**src/rtl/arb_pkg.sv**
```systemverilog
// Shared definitions for the 8-way round-robin arbiter: FSM state type,
// requester count / index width, and the index-to-one-hot helper used to
// build the grant vector from the 3-bit owner index.
package arb_pkg;

   localparam int NUM_REQ = 8;
   localparam int IDX_W   = 3;

   typedef enum logic {
      IDLE = 1'b0,
      OWN  = 1'b1
   } state_e;

   // Decode a binary requester index into its one-hot grant vector.
   function automatic logic [NUM_REQ-1:0] idx_to_onehot(input logic [IDX_W-1:0] idx);
      logic [NUM_REQ-1:0] oh;
      oh      = {NUM_REQ{1'b0}};
      oh[idx] = 1'b1;
      return oh;
   endfunction

endpackage

```
**src/rtl/rr_pick.sv**
```systemverilog
// Combinational rotate-priority scan. Starting at ptr and wrapping 7->0,
// returns the first requester that is both requesting and not masked.
// found is low when no eligible requester exists (win_idx is then 0).
module rr_pick
   import arb_pkg::*;
(
   input  logic [NUM_REQ-1:0] req,
   input  logic [IDX_W-1:0]   ptr,
   input  logic [NUM_REQ-1:0] mask,
   output logic               found,
   output logic [IDX_W-1:0]   win_idx
);

   logic [NUM_REQ-1:0] eligible_s;
   logic [IDX_W-1:0]   cand_s;

   assign eligible_s = req & mask;
   assign found      = |eligible_s;

   // Walk from the lowest priority slot up to ptr so the last hit wins.
   always_comb begin
      win_idx = {IDX_W{1'b0}};
      cand_s  = {IDX_W{1'b0}};
      for (int k = NUM_REQ - 1; k >= 0; k--) begin
         cand_s  = ptr + IDX_W'(k);
         win_idx = eligible_s[cand_s] ? cand_s : win_idx;
      end
   end

endmodule

```
**src/rtl/rr_arbiter_8.sv**
```systemverilog
// rr_arbiter_8: 8-way round-robin arbiter with registered one-hot grant,
// binary owner index and valid flag. The owner keeps the grant while it
// holds its request; a new owner is chosen by scanning from the slot after
// the last owner. Hand-offs happen on a single edge with no idle bubble.
//
// Build option ARB_HOLD_LIMIT_EN: when defined, a hold counter forces the
// owner to yield after HOLD_MAX consecutive grant cycles if anyone else is
// requesting. When undefined, HOLD_MAX and CNT_W have no effect.
module rr_arbiter_8
   import arb_pkg::*;
#(
   parameter int HOLD_MAX = 16,
   parameter int CNT_W    = 8
)
(
   input  logic               clk,
   input  logic               rst_n,
   input  logic [NUM_REQ-1:0] req,
   output logic [NUM_REQ-1:0] grant,
   output logic [IDX_W-1:0]   grant_idx,
   output logic               grant_valid
);

   state_e             state_r, state_s;
   logic [NUM_REQ-1:0] grant_r, grant_s;
   logic [IDX_W-1:0]   idx_r, idx_s;
   logic               valid_r, valid_s;
   logic [IDX_W-1:0]   ptr_r, ptr_s;

   logic               others_s;
   logic               limit_hit_s;
   logic [NUM_REQ-1:0] mask_s;
   logic               found_s;
   logic [IDX_W-1:0]   win_s;

   // Someone other than the current owner is asking for the resource.
   assign others_s = (req & ~idx_to_onehot(idx_r)) != {NUM_REQ{1'b0}};

`ifdef ARB_HOLD_LIMIT_EN
   logic [CNT_W-1:0] cnt_r, cnt_s;

   // Owner has used up its contended slot allowance.
   assign limit_hit_s = (state_r == OWN) && (cnt_r == CNT_W'(HOLD_MAX - 1)) && others_s;
`else
   logic [31:0] unused_cfg_s;

   assign unused_cfg_s = HOLD_MAX ^ CNT_W;
   assign limit_hit_s  = 1'b0;
`endif

   // A forced rotation must skip the current owner even though it still requests.
   assign mask_s = limit_hit_s ? ~idx_to_onehot(idx_r) : {NUM_REQ{1'b1}};

   rr_pick u_pick (
      .req     (req),
      .ptr     (ptr_r),
      .mask    (mask_s),
      .found   (found_s),
      .win_idx (win_s)
   );

   // Next-state and next-grant selection.
   always_comb begin
      state_s = state_r;
      grant_s = grant_r;
      idx_s   = idx_r;
      valid_s = valid_r;
      ptr_s   = ptr_r;
`ifdef ARB_HOLD_LIMIT_EN
      cnt_s   = cnt_r;
`endif
      case (state_r)
         IDLE: begin
            if (found_s) begin
               state_s = OWN;
               grant_s = idx_to_onehot(win_s);
               idx_s   = win_s;
               valid_s = 1'b1;
               ptr_s   = win_s + IDX_W'(1);
`ifdef ARB_HOLD_LIMIT_EN
               cnt_s   = {CNT_W{1'b0}};
`endif
            end else begin
               state_s = IDLE;
            end
         end
         OWN: begin
            if (req[idx_r] && !limit_hit_s) begin
               state_s = OWN;
`ifdef ARB_HOLD_LIMIT_EN
               if (cnt_r != CNT_W'(HOLD_MAX - 1)) begin
                  cnt_s = cnt_r + CNT_W'(1);
               end else begin
                  cnt_s = cnt_r;
               end
`endif
            end else if (found_s) begin
               state_s = OWN;
               grant_s = idx_to_onehot(win_s);
               idx_s   = win_s;
               valid_s = 1'b1;
               ptr_s   = win_s + IDX_W'(1);
`ifdef ARB_HOLD_LIMIT_EN
               cnt_s   = {CNT_W{1'b0}};
`endif
            end else begin
               state_s = IDLE;
               grant_s = {NUM_REQ{1'b0}};
               idx_s   = {IDX_W{1'b0}};
               valid_s = 1'b0;
            end
         end
         default: begin
            state_s = IDLE;
            grant_s = {NUM_REQ{1'b0}};
            idx_s   = {IDX_W{1'b0}};
            valid_s = 1'b0;
         end
      endcase
   end

   // State, grant and pointer registers; reset clears the grant immediately.
   always_ff @(posedge clk or negedge rst_n) begin
      if (!rst_n) begin
         state_r <= IDLE;
         grant_r <= {NUM_REQ{1'b0}};
         idx_r   <= {IDX_W{1'b0}};
         valid_r <= 1'b0;
         ptr_r   <= {IDX_W{1'b0}};
      end else begin
         state_r <= state_s;
         grant_r <= grant_s;
         idx_r   <= idx_s;
         valid_r <= valid_s;
         ptr_r   <= ptr_s;
      end
   end

`ifdef ARB_HOLD_LIMIT_EN
   // Consecutive-grant counter for the current owner.
   always_ff @(posedge clk or negedge rst_n) begin
      if (!rst_n) begin
         cnt_r <= {CNT_W{1'b0}};
      end else begin
         cnt_r <= cnt_s;
      end
   end
`endif

   assign grant       = grant_r;
   assign grant_idx   = idx_r;
   assign grant_valid = valid_r;

endmodule

```
**config.mk**
```make
export PLATFORM = sky130hd
export DESIGN_NAME = rr_arbiter_8
export DESIGN_NICKNAME = d
export VERILOG_FILES = /design/src/rtl/arb_pkg.sv /design/src/rtl/rr_pick.sv /design/src/rtl/rr_arbiter_8.sv
export SDC_FILE = /design/constraint.sdc
export NUM_CORES = 1
export LEC_CHECK = 0
export ABC_AREA = 1
export CAP_MARGIN = 20
export CORE_UTILIZATION = 54
export CTS_CLUSTER_SIZE = 12
export DETAILED_ROUTE_END_ITERATION = 10
export PLACE_DENSITY_LB_ADDON = 0.3
export SYNTH_ARGS = -nofsm -noshare
export SYNTH_HDL_FRONTEND = slang
export SYNTH_SLANG_ARGS = --single-unit
export TNS_END_PERCENT = 10
```
**constraint.sdc**
```tcl
create_clock -name clk -period 2.4 [get_ports clk]
set_input_delay 0.36 -clock clk [delete_from_list [all_inputs] [get_ports clk]]
set_output_delay 0.36 -clock clk [all_outputs]
set_load 0.02 [all_outputs]
```
==> run_results.csv, run 1 <==
group,metric,value,unit
place,numPortBuffers,21,
cts,cts_root_buf,"clkbuf_4",
worst_setup_path,startpoint_type,"register",
sta,hold_viol,0,
logic_synthesis,async_flop_share,100,%
die,die_x,53.6,um
place,place_inst,268,
logic_synthesis,synth-main-ff-cell,"dfrtp_1",
detailed_routing,wire_per_inst,12.7,um
logic_synthesis,synthCells,214,
die,core,0.00250,mm^2
logic_synthesis,syn_avg_cell_area,6.72,um^2
global_route,grt_pass1_vias,1348,
sta,fin_crit_sh,93.2,%
finish,instances_no_fill,272,
finish,final_cell_mix,"69 x nand2_1, 33 x nand3_1, 21 x clkdlybuf4s50_1, 19 x nand2_2, 16 x dfrtp_1",
run,maxCapViolCount,0,
die,start_util,57.6,%
global_route,antenna_found_initial,0,
worst_setup_path,path_class,"reg -> reg",
outcome,status,"finished, final reports clean",
logic_synthesis,ys_seq_elements,16,
logic_synthesis,synth_edf_count,0,
detailed_routing,viasPerCell,5.31,
global_route,grt_max_degree,17,
cts,h-tree-depth,1,
cts,numCtsBuffers,3,
detailed_routing,drt_pass1_iterations,4,
cts,post_cts_buffers,0,
place,hpwl,2.63,mm
detailed_routing,drc,0,
finish,final_common_cell,"nand2_1",
place,post-place-ws,0.124,ns
detailed_routing,num_vias,1445,
die,rows,18,
finish,syn2layout_area_growth,22.8,%
cts,worstSkewPairLatency,0.28,ns
logic_synthesis,synth-seq-area-share,27.8,%
worst_setup_path,required,2.63,ns
die,design.die.area,0.00288,mm^2
sta,worst_slack,0.164,ns
finish,n_antenna_cell,0,
place,place.gp.congestion,0.834,
detailed_routing,wl,3.46,mm
sta,finalCriticalPeriod,2.24,ns
logic_synthesis,ys_types,27,
sta,rsz0062_at_grt,"no",
finish,drive_above_1_share,26.0,%
worst_setup_path,worstSetupEndpointType,"register",
hold_path,hold_class,"in -> async",
finish,final_nets,255,
sta,worstMarginPinSlew,0.696,ns
cts,clk_pin_slew,0.09,ns
die,ios,22,
finish,fillers,202,
logic_synthesis,synth_top_area_cell,"dfrtp_1",
die,die_h,53.6,um
global_route,grt_pass1_wl,5.51,mm
logic_synthesis,synth_warnings,0,
sta,slew_headroom,53.4,%
sta,final_max_slew_viol_count,0,
detailed_routing,postRouteAntennaNets,0,
logic_synthesis,syn-num-nets,226,
cts,clock_sinks,16,
cts,clk_path_buf_depth,2,
sta,setup_tns,0,ns
sta,skew,0.00110,ns
detailed_routing,dr.first_iter.drc_count,38,
cts,tritoncts,"built",
sta,setup_viol,0,
sta,max_freq,447,MHz
global_route,grt_overflow,0,
sta,hold_slack,0.488,ns
logic_synthesis,yosysTopAreaCellShare,27.8,%
worst_setup_path,path_max_fanout,11,
logic_synthesis,syn_area,0.00144,mm^2
worst_setup_path,reg2reg_slack,0.16,ns
worst_setup_path,arrival,2.47,ns
global_route,groute.usage.overall,26.6,%
logic_synthesis,synth.area.top_cells,"dfrtp_1 28%, nand2_1 18%, nand3_1 11%",
worst max-delay path: stages (launching register included):
cell and delay [ns]:
dfrtp_1 0.40, buf_4 0.20, ha_1 0.28, xnor2_2 0.17
nand3_1 0.14, nand2_2 0.12, inv_2 0.04, nand2_1 0.05
nand2_1 0.05, nand2_1 0.05, nand2_1 0.05, nand2_1 0.05
nand2_1 0.06, nand2_2 0.10, nand2_2 0.09, nor2_4 0.13
nand3_1 0.12, nand2_1 0.08
metrics by stage:
step	util (%)	area, um^2
finish	70.7	1770
global route	70.7	1770
CTS	69.4	1730
detailed placement	67.9	1700
global placement	67.9	1700
floorplan	-	1440
cells in the mapped netlist, types with 3 or more instances:
master    n
nand3_2   8
o21ai_1   4
nand2_2  19
nand2_1  69
nand3_1  33
buf_6     3
inv_2    12
o21ai_0   5
a21oi_1   6
inv_1    11
dfrtp_1  16
nor2_1    9
final timing paths:
kind,end,depth (start not counted),from
setup / recovery,grant[0],17,ptr_r[0]
setup reg to reg,grant[0],17,ptr_r[0]
hold / removal,grant[6],1,rst_n
min in group clk,grant[4],2,grant[4]
max in group asynchronous,ptr_r[2],1,rst_n
hold reg to reg,grant[4],2,grant[4]
registers in the layout (all words and copies together) (netlist names):
register	flops
grant_valid	1
ptr_r	3
grant	8
grant_idx	3
state_r	1
timing repair:
action / in CTS / in global routing
hold buffers: 0 / 0
gates resized for setup: 0 / 6
setup endpoints to repair: 0 / 12
final cells by class:
cell class / count / area, um^2 / area share (%)
clock buffers: 4 / 36.3 / 2.05
inverters: 25 / 98.8 / 5.59
multi-input cells: 169 / 931 / 52.7
flip-flops and latches: 16 / 400 / 22.7
well taps: 30 / 37.5 / 2.12
repair buffers: 28 / 263 / 14.9
cells by family (layout without fill, tap and decap cells):
| kind of cell | after synthesis | in the layout | share of synthesized area (%) |
|---|---|---|---|
| AO/OA/AOI/OAI | 20 | 20 | 7.91 |
| XOR/XNOR | 3 | 3 | 3.65 |
| adder cells (fa/ha/maj) | 2 | 2 | 1.74 |
| buffers and inverters | 29 | 57 | 9.57 |
| flip-flops | 16 | 16 | 27.8 |
| multiplexers | 1 | 1 | 0.783 |
| AND/OR/NAND/NOR | 143 | 143 | 48.5 |
layer usage:
| layer | wire length [um] | vias to the layer above | track usage, % |
|---|---|---|---|
| met5 | 0 | - | 0 |
| met1 | 1620 | 646 | 34.2 |
| li1 | - | 750 | - |
| met3 | 97 | 9 | 0.847 |
| met2 | 1670 | 40 | 46.3 |
| met4 | 79 | 0 | 12.3 |
Power of run 1 is not shown: default switching activity piles up to over one toggle a cycle in this logic, so the estimate is an artifact.
==> run 2: changes to the inputs <==
--- a/config.mk
+++ b/config.mk
@@ -10,6 +10,7 @@
 export CORE_UTILIZATION = 54
 export CTS_CLUSTER_SIZE = 12
 export DETAILED_ROUTE_END_ITERATION = 10
+export MAX_ROUTING_LAYER = met4
 export PLACE_DENSITY_LB_ADDON = 0.3
 export SYNTH_ARGS = -nofsm -noshare
 export SYNTH_HDL_FRONTEND = slang
==> run_results.csv, run 2 (synthesized netlist as in run 1, its figures left out) <==
group,metric,value,unit
place,numPortBuffers,21,
worst_setup_path,crit_buf_inv,2,
finish,final_common_cell,"nand2_1",
finish,final_cell_mix,"69 x nand2_1, 33 x nand3_1, 21 x clkdlybuf4s50_1, 19 x nand2_2, 16 x dfrtp_1",
global_route,grt_pass1_wl,5.51,mm
finish,drive_above_1_share,26.0,%
die,die_h,53.6,um
die,rows,18,
die,ios,22,
finish,n_antenna_cell,0,
worst_setup_path,critical_path.slowest_cell,"dfrtp_1",
sta,slew_headroom,53.4,%
cts,post_cts_buffers,0,
cts,clk_path_buf_depth,2,
sta,skew,0.00110,ns
worst_setup_path,r2r-end,"grant[0]",
place,hpwl,2.63,mm
cts,numCtsBuffers,3,
die,core,0.00250,mm^2
detailed_routing,drt_pass1_iterations,5,
worst_setup_path,required,2.63,ns
sta,setup_viol,0,
cts,clk_pin_slew,0.09,ns
detailed_routing,postRouteAntennaNets,0,
detailed_routing,num_vias,1458,
worst_setup_path,r2r_cells,17,
global_route,grt_overflow,0,
worst_setup_path,worstSetupEndpointType,"register",
worst_setup_path,max_stage_delay,0.40,ns
worst_setup_path,cp.depth,17,
worst_setup_path,path_cells,"buf_4 > ha_1 > xnor2_2 > nand3_1 > nand2_2 > inv_2 > nand2_1 > nand2_1 > nand2_1 > nand2_1 > nand2_1 > nand2_1 > nand2_2 > nand2_2 > nor2_4 > nand3_1 > nand2_1",
sta,rsz0062_at_grt,"no",
worst_setup_path,reg2reg_slack,0.17,ns
sta,worstMarginPinSlew,0.696,ns
sta,max_freq,447,MHz
run,maxCapViolCount,0,
cts,clock_sinks,16,
detailed_routing,wl,3.47,mm
worst_setup_path,critPathTopFamily,"simple AND/OR/NAND/NOR gates",
worst_setup_path,path_class,"reg -> reg",
detailed_routing,drc,0,
cts,cts_root_buf,"clkbuf_4",
outcome,status,"finished, final reports clean",
sta,setup_tns,0,ns
worst_setup_path,startpoint_type,"register",
detailed_routing,dr.first_iter.drc_count,45,
sta,final_max_slew_viol_count,0,
sta,hold_viol,0,
die,die_x,53.6,um
worst_setup_path,arrival,2.46,ns
sta,finalCriticalPeriod,2.23,ns
detailed_routing,viasPerCell,5.36,
die,design.die.area,0.00288,mm^2
detailed_routing,wire_per_inst,12.7,um
finish,final_nets,255,
global_route,grt_pass1_vias,1349,
sta,hold_slack,0.488,ns
finish,syn2layout_area_growth,22.8,%
global_route,antenna_found_initial,0,
global_route,groute.usage.overall,27.4,%
sta,fin_crit_sh,93.1,%
worst_setup_path,path_max_fanout,11,
worst_setup_path,critical_path.startpoint,"ptr_r[0]",
cts,tritoncts,"built",
global_route,grt_max_degree,17,
finish,largest_reg_flops,8,
cts,h-tree-depth,1,
die,start_util,57.6,%
worst_setup_path,path_common_cell,"nand2_1",
cts,worstSkewPairLatency,0.28,ns
hold_path,hold_class,"in -> async",
place,place.gp.congestion,0.847,
worst_setup_path,reg2reg_from,"ptr_r[0]",
-- run 2: area by class of cell --
cell class	count	area (um^2)
clock buffer	4	36.3
fill	202	733
inverter	25	98.8
multi-input combinational	169	931
sequential	16	400
tap	30	37.5
timing repair buffer	28	263
-- run 2: worst register-to-register path, delay by kind of cell (launching register included) --
kind                     cells  cell delay (ns)
adder cells (fa/ha/maj)      1             0.28
AND/OR/NAND/NOR             13             1.09
XOR/XNOR                     1             0.18
flip-flops                   1             0.40
buffers and inverters        2             0.24
-- run 2: per-stage QoR --
step                cells  cell area, um^2  util, %  setup slack (ns)
detailed placement    268             1700     67.9             0.124
floorplan             214             1440        -             0.327
finish                272             1770     70.7             0.165
global placement      268             1700     67.9             0.140
global route          272             1770     70.7            0.0211
CTS                   272             1730     69.4             0.110
-- run 2: worst max path at each step --
stage / endpoint / slack [ns]
after floorplan: grant[7] / 0.33
after global routing: grant[6] / 0.02
after detailed placement: grant[7] / 0.12
after global placement: ptr_r[2] / 0.14
final: grant[0] / 0.17
after CTS: grant[7] / 0.11
-- run 2: timing repair --
action | in CTS | in global routing
gates resized for setup | 0 | 6
hold buffers | 0 | 0
endpoints found under the setup margin | 0 | 12
hold endpoints to repair | 0 | 0
-- run 2: metal layers --
| layer | wire length [um] | up-vias | GRT usage [%] |
|---|---|---|---|
| met5 | 0 | - | - |
| met4 | 87 | 0 | 12.3 |
| met3 | 100 | 11 | 0.847 |
| met2 | 1660 | 46 | 46.3 |
| met1 | 1620 | 646 | 34.2 |
| li1 | - | 755 | - |
Power of run 2 is left out for the same reason.
